`config.mk`:
```
export PLATFORM = sky130hd
export DESIGN_NAME = stream_stats
export DESIGN_NICKNAME = d
export VERILOG_FILES = /design/src/rtl/stream_stats.sv
export SDC_FILE = /design/constraint.sdc
export NUM_CORES = 1
export LEC_CHECK = 0
export BUFFER_PORTS_ARGS = -buffer_cell sky130_fd_sc_hd__buf_2
export CAP_MARGIN = 20
export CORE_MARGIN = 4
export CORE_UTILIZATION = 36
export DETAILED_ROUTE_END_ITERATION = 6
export PLACE_DENSITY_LB_ADDON = 0.3
export SETUP_SLACK_MARGIN = 0.5
export SLEW_MARGIN = 30
export SYNTH_ARGS = -nofsm -noshare
export SYNTH_HDL_FRONTEND = slang
export SYNTH_SLANG_ARGS = --single-unit
```
`constraint.sdc`:
```
create_clock -name clk -period 5.1 [get_ports clk]
set_clock_uncertainty 0.2 [all_clocks]
set_input_delay 0.51 -clock clk [delete_from_list [all_inputs] [get_ports clk]]
set_output_delay 0.51 -clock clk [all_outputs]
set_load 0.005 [all_outputs]
```
`src/rtl/stream_stats.sv`:
```
// ==========================================================================
// stream_stats - per-burst max/min/first-index (and optional sum) tracker
// Optional macro STATS_SUM_EN builds the burst-sum path; else out_sum is 0
// Revision: 1.0
// ==========================================================================
`default_nettype none
`timescale 1ns/1ps

module stream_stats #(
  parameter int WIDTH  = 8,
  parameter int LEN    = 15,
  parameter int SIGNED = 0,
  localparam int IW    = $clog2(LEN),
  localparam int SW    = WIDTH + $clog2(LEN + 1)
) (
  input  logic             clk,
  input  logic             rst_n,
  input  logic             in_valid,
  input  logic [WIDTH-1:0] in_num,
  output logic             out_valid,
  output logic [WIDTH-1:0] out_max,
  output logic [WIDTH-1:0] out_min,
  output logic [IW-1:0]    out_imax,
  output logic [IW-1:0]    out_imin,
  output logic [SW-1:0]    out_sum
);

  localparam logic [IW-1:0] c_last_idx = IW'(LEN - 1);

  logic [IW-1:0]    r_cnt;
  logic [WIDTH-1:0] r_max;
  logic [WIDTH-1:0] r_min;
  logic [IW-1:0]    r_imax;
  logic [IW-1:0]    r_imin;

  logic             w_first;
  logic             w_last;
  logic             w_gt;
  logic             w_lt;
  logic [WIDTH-1:0] w_max_nxt;
  logic [WIDTH-1:0] w_min_nxt;
  logic [IW-1:0]    w_imax_nxt;
  logic [IW-1:0]    w_imin_nxt;

  assign w_first = (r_cnt == '0);
  assign w_last  = (r_cnt == c_last_idx);

  // Strict compares keep the earliest index on ties
  assign w_gt = (SIGNED != 0) ? ($signed(in_num) > $signed(r_max)) : (in_num > r_max);
  assign w_lt = (SIGNED != 0) ? ($signed(in_num) < $signed(r_min)) : (in_num < r_min);

  always_comb begin
    w_max_nxt  = r_max;
    w_min_nxt  = r_min;
    w_imax_nxt = r_imax;
    w_imin_nxt = r_imin;
    if (w_first) begin
      w_max_nxt  = in_num;
      w_min_nxt  = in_num;
      w_imax_nxt = '0;
      w_imin_nxt = '0;
    end else begin
      if (w_gt) begin
        w_max_nxt  = in_num;
        w_imax_nxt = r_cnt;
      end
      if (w_lt) begin
        w_min_nxt  = in_num;
        w_imin_nxt = r_cnt;
      end
    end
  end

  always_ff @(posedge clk or negedge rst_n) begin
    if (!rst_n) begin
      r_cnt     <= '0;
      r_max     <= '0;
      r_min     <= '0;
      r_imax    <= '0;
      r_imin    <= '0;
      out_valid <= 1'b0;
      out_max   <= '0;
      out_min   <= '0;
      out_imax  <= '0;
      out_imin  <= '0;
    end else begin
      out_valid <= 1'b0;
      if (in_valid) begin
        r_max  <= w_max_nxt;
        r_min  <= w_min_nxt;
        r_imax <= w_imax_nxt;
        r_imin <= w_imin_nxt;
        if (w_last) begin
          r_cnt     <= '0;
          out_valid <= 1'b1;
          out_max   <= w_max_nxt;
          out_min   <= w_min_nxt;
          out_imax  <= w_imax_nxt;
          out_imin  <= w_imin_nxt;
        end else begin
          r_cnt <= r_cnt + IW'(1);
        end
      end else begin
        // A gap mid-burst abandons the partial burst; results stay held
        r_cnt <= '0;
      end
    end
  end

`ifdef STATS_SUM_EN
  logic [SW-1:0] w_ext;
  logic [SW-1:0] w_sum_nxt;
  logic [SW-1:0] r_sum;
  logic [SW-1:0] r_out_sum;

  assign w_ext = (SIGNED != 0) ? {{(SW-WIDTH){in_num[WIDTH-1]}}, in_num}
                               : {{(SW-WIDTH){1'b0}}, in_num};
  assign w_sum_nxt = w_first ? w_ext : (r_sum + w_ext);

  always_ff @(posedge clk or negedge rst_n) begin
    if (!rst_n) begin
      r_sum     <= '0;
      r_out_sum <= '0;
    end else if (in_valid) begin
      r_sum <= w_sum_nxt;
      if (w_last) begin
        r_out_sum <= w_sum_nxt;
      end
    end
  end

  assign out_sum = r_out_sum;
`else
  assign out_sum = '0;
`endif

endmodule

`default_nettype wire
```
# After elaboration in Yosys (flattened, before gate mapping)
# Cells that the tools add are included.
[word_totals]
ff_bits = 53
inputBits = 11
output_inout_bits = 37
word_cells = 28
[classes]
n_addsub = 1
magnitude_cmp = 2
n_eq_ne = 1
mux = 12
n_reduce_logical = 2
[op_table]
columns = ["operator", "n"]
rows = [
  ["$mux 8", 4],
  ["$mux 4", 6],
  ["$gt 8x8->1", 1],
  ["$lt 8x8->1", 1],
  ["$add 4x1->4 const B", 1],
  ["$eq 4x4->1 const B", 1],
  ["$logic_not 4->1", 1],
  ["$mux 1", 2],
  ["$reduce_and 2->1", 1],
]

# Depth between registers and ports, before layout
[depth]
ltp_word = 3
mapped_depth = 9
depth_no_buf = 8

# Least setup slack after synthesis
# No wires, ideal clock.
[synth_timing]
kind = "input-to-reg"
startpoint = "input port in_num[1]"
endpoint = "register r_max[1]"
setup_time_ns = 0.125
t_arrival_ns = 2.116
required_time_ns = 4.775
setup_slack_ns = 2.659
stages = 8
n_path_buf = 1
cell_sequence = "ha_1 -> nor2b_1 -> o211ai_1 -> a21oi_1 -> o21ai_2 -> a21bo_2 -> buf_2 -> mux2_2"
[synth_between]
elab_chain_len = 3
[synth_rtl]
columns = ["item", "line_no", "source"]
rows = [
  ["from (decl)", "19", "input logic [WIDTH-1:0] in_num,"],
  ["$gt 8x8->1", "49", "assign w_gt = (SIGNED != 0) ? ($signed(in_num) > $signed(r_max)) : (in_num > r_max);"],
  ["$mux 8", "63", "if (w_gt) begin"],
  ["$mux 8 *", "57", "if (w_first) begin"],
  ["to (signal assigned)", "89", "r_max <= w_max_nxt;"],
  ["to (decl)", "31", "logic [WIDTH-1:0] r_max;"],
]
# Mark *: on every way between the ends. The rest lies on a longest branch, timed or not.
# A chain may end at the register's enable or synchronous reset.

# Worst setup path after layout
[layout_timing]
startpoint = "register r_min[7]"
endpoint = "register r_min[2]"
[layout_between]
elab_chain_len = 3
[layout_rtl]
columns = ["item", "line_no", "source"]
rows = [
  ["from (decl)", "32", "logic [WIDTH-1:0] r_min;"],
  ["from (signal assigned)", "90", "r_min <= w_min_nxt;"],
  ["$lt 8x8->1", "50", "assign w_lt = (SIGNED != 0) ? ($signed(in_num) < $signed(r_min)) : (in_num < r_min);"],
  ["$mux 8", "67", "if (w_lt) begin"],
  ["$mux 8", "57", ""],
]
# No other way between the ends.

==> flow_summary_export.csv <==
group,metric,value,unit
routing,drt_iter0_drc,130,
sta,finalSetupTns,0,ns
clocking,ctsHoldBuffers,0,
pwr,p_per_area,327,nW/µm²
global_routing,grt_start_max_net_pins,54,
pwr,p_sw,0.329,mW
routing,first_pass_iters,4,
routing,drc,0,
global_routing,antenna_found_initial,0,
sta,fin_ws,2.73,ns
placed_design,io_buffers,35,
cells_and_area,diodes,0,
sta,fin_crit_sh,46.6,%
pwr,p_leak,1.53,nW
yosys,synth_top_area_share,47.8,%
status,status,"completed",
setup_path,startpoint_type,"flop",
sta,drv_slew,0,
yosys,yosys_register_bits,53,
clocking,clock-sinks,53,
die,initial_core_util,37.6,%
sta,slew_headroom,54.5,%
cells_and_area,nets,334,
pwr,ir_drop,122,µV
routing,num_vias,2007,
pwr,p_sw_share,32.8,%
sta,setup_viol,0,
yosys,synth_flop_cell,"dfrtp_1",
clocking,htree_levels,2,
clocking,insertion_delay,0.31,ns
pwr,pwr-share-comb,26.7,%
yosys,synth_area,2770,µm²
die,rows,31,
pwr,power_frac_seq,50.1,%
die,core-area,7370,µm²
placed_design,gp_congestion,0.811,
sta,hold_violations,0,
global_routing,grt_pass1_wl,9640,µm
placed_design,place_hpwl,3960,µm
setup_path,critPathRequiredTime,5.10,ns
yosys,ys_types,35,
hold_path,hp-class,"in -> async",
routing,drt-vias-per-instance,4.96,
clocking,cts.path.max_buffers,2,
die,die-area,9170,µm²
setup_path,crit_arrival,2.38,ns
yosys,async_flop_share,100,%
die,num_io_pins,48,
yosys,synth_edf_count,0,
yosys,syn_avg_cell_area,10.2,µm²
sta,max_freq,421,MHz
global_routing,grt.overflow.total,0,
sta,tightest_slew,0.683,ns
cells_and_area,drive_gt1_share,21.9,%
sta,period_minus_slack,2.37,ns
global_routing,grt_usage,13.7,%
clocking,cts-root-buf,"clkbuf_8",
setup_path,crit_fanout,13,
clocking,post_cts_resized,0,
job,max_cap_viol_count,0,
global_routing,first_global_vias,1902,
yosys,synthTopCellsByArea,"dfrtp_1 (48%), ha_1 (8.1%), nand2_1 (5.7%)",
routing,final_antenna_net_count,0,
yosys,synth_cells,273,
routing,wl_per_cell,14.5,µm
die,fp.dieW,95.8,µm
clocking,cts_tree,"yes",
routing,drt-total-wl,5870,µm
placed_design,place_ws,2.48,ns
yosys,synth_common_cells,"dfrtp_1 (53), nand2_1 (42), inv_1 (21)",
setup_path,crit_path_end_kind,"flop",
yosys,synth_warnings,0,
pwr,p_int,0.673,mW
cells_and_area,syn_to_final_growth,10.6,%
clocking,post-cts-setup-buffers,0,
setup_path,crit_type,"reg -> reg",
clocking,numCtsBuffers,5,
die,die_h,95.8,µm
yosys,synth.most_common_cell,"dfrtp_1",
yosys,synth_top_cell_by_area,"dfrtp_1",
sta,rsz0062_at_grt,"no",
pwr,clkPwrFrac,23.2,%
clocking,path_clk_slew,0.09,ns
yosys,seq_area_frac_synth,47.8,%
==> layout by cell type (no fill, tap or decap), drive strengths merged <==
master,synthesis,final
clkbuf,7,8
nor2b,1,1
o211ai,17,17
mux2,15,15
mux2i,5,5
o41ai,1,1
o2bb2ai,3,3
a31oi,1,1
nand3,20,20
inv,21,21
o21ai,12,12
conb,1,12
and3,3,3
a21o,1,1
dfrtp,53,53
nand2,42,42
or2,1,1
a21bo,1,1
nand4,6,6
a21oi,15,15
a2111o,1,1
nand2b,1,1
nor2,7,7
buf,17,38
a32o,1,1
and2,2,2
ha,18,18
==> flip-flops by register name, indices dropped and copies added, names as in the netlist, 4 cells and up <==
register and count:
r_max 8, r_cnt 4, out_imax 4, out_imin 4, out_max 8, r_imax 4, r_min 8, r_imin 4
out_min 8
==> metrics by stage <==
stage / std cells / hold slack, ns / area (µm²) / total power [mW] / util (%)
global route: 405 / 0.165 / 3070 / 1.07 / 41.6
CTS: 405 / 0.139 / 3070 / 1.01 / 41.6
global placement: 397 / 0.247 / 2980 / 0.772 / 40.5
detailed placement: 397 / 0.251 / 2990 / 0.781 / 40.5
floorplan: 284 / 0.0144 / 2810 / 0.713 / -
finish: 405 / 0.107 / 3070 / 1.00 / 41.6
==> cells by family after synthesis <==
family	after synthesis	share of synthesized area, %
buffers and inverters	45	8.30
muxes	20	8.44
and+or+nand+nor	83	13.7
DFF	53	47.8
other	1	0.135
adders and majority gates	18	8.12
AOI/OAI and AO/OA	53	13.5
==> area by class of cell <==
| class | count | area [µm²] |
|---|---|---|
| sequential | 53 | 1330 |
| fill | 735 | 4300 |
| inverter | 21 | 78.8 |
| multi-input combinational | 186 | 1260 |
| clock buffer | 8 | 80.1 |
| tap | 99 | 124 |
| timing repair buffer | 38 | 198 |
==> power groups by stage <==
stage | Sequential, mW | Combinational [mW] | Clock, mW
detailed placement | 0.509 | 0.271 | 0
floorplan | 0.499 | 0.214 | 0
global placement | 0.508 | 0.264 | 0
CTS | 0.501 | 0.272 | 0.239
finish | 0.502 | 0.267 | 0.232
global route | 0.509 | 0.303 | 0.261
==> metal layers <==
| metal | GRT usage, % | part of all wire [%] |
|---|---|---|
| met5 | 0 | 0 |
| met4 | 4.62 | 1.5 |
| met3 | 3.36 | 4.3 |
| met2 | 21.1 | 46 |
| met1 | 19.0 | 48 |
==> worst max-delay path, cell delays in order (launching register included) <==
cell	delay, ns
dfrtp_1	0.39
inv_1	0.05
ha_1	0.31
nand4_1	0.10
a21oi_1	0.23
a21oi_4	0.16
o21ai_4	0.43
mux2_2	0.40
==> path summary, 6_finish.rpt <==
kind                              from  slack (ns)  cells after the start           to
min reg2reg                out_imin[3]        0.26                      2  out_imin[3]
min                              rst_n        0.11                      2  out_imax[3]
max reg2reg                   r_min[7]        2.73                      7     r_min[2]
max in group asynchronous        rst_n        4.13                      2     r_max[5]
max                           r_min[7]        2.73                      7     r_min[2]
min in group clk           out_imin[3]        0.26                      2  out_imin[3]
Note: power is estimated with default switching activity, not from simulation.
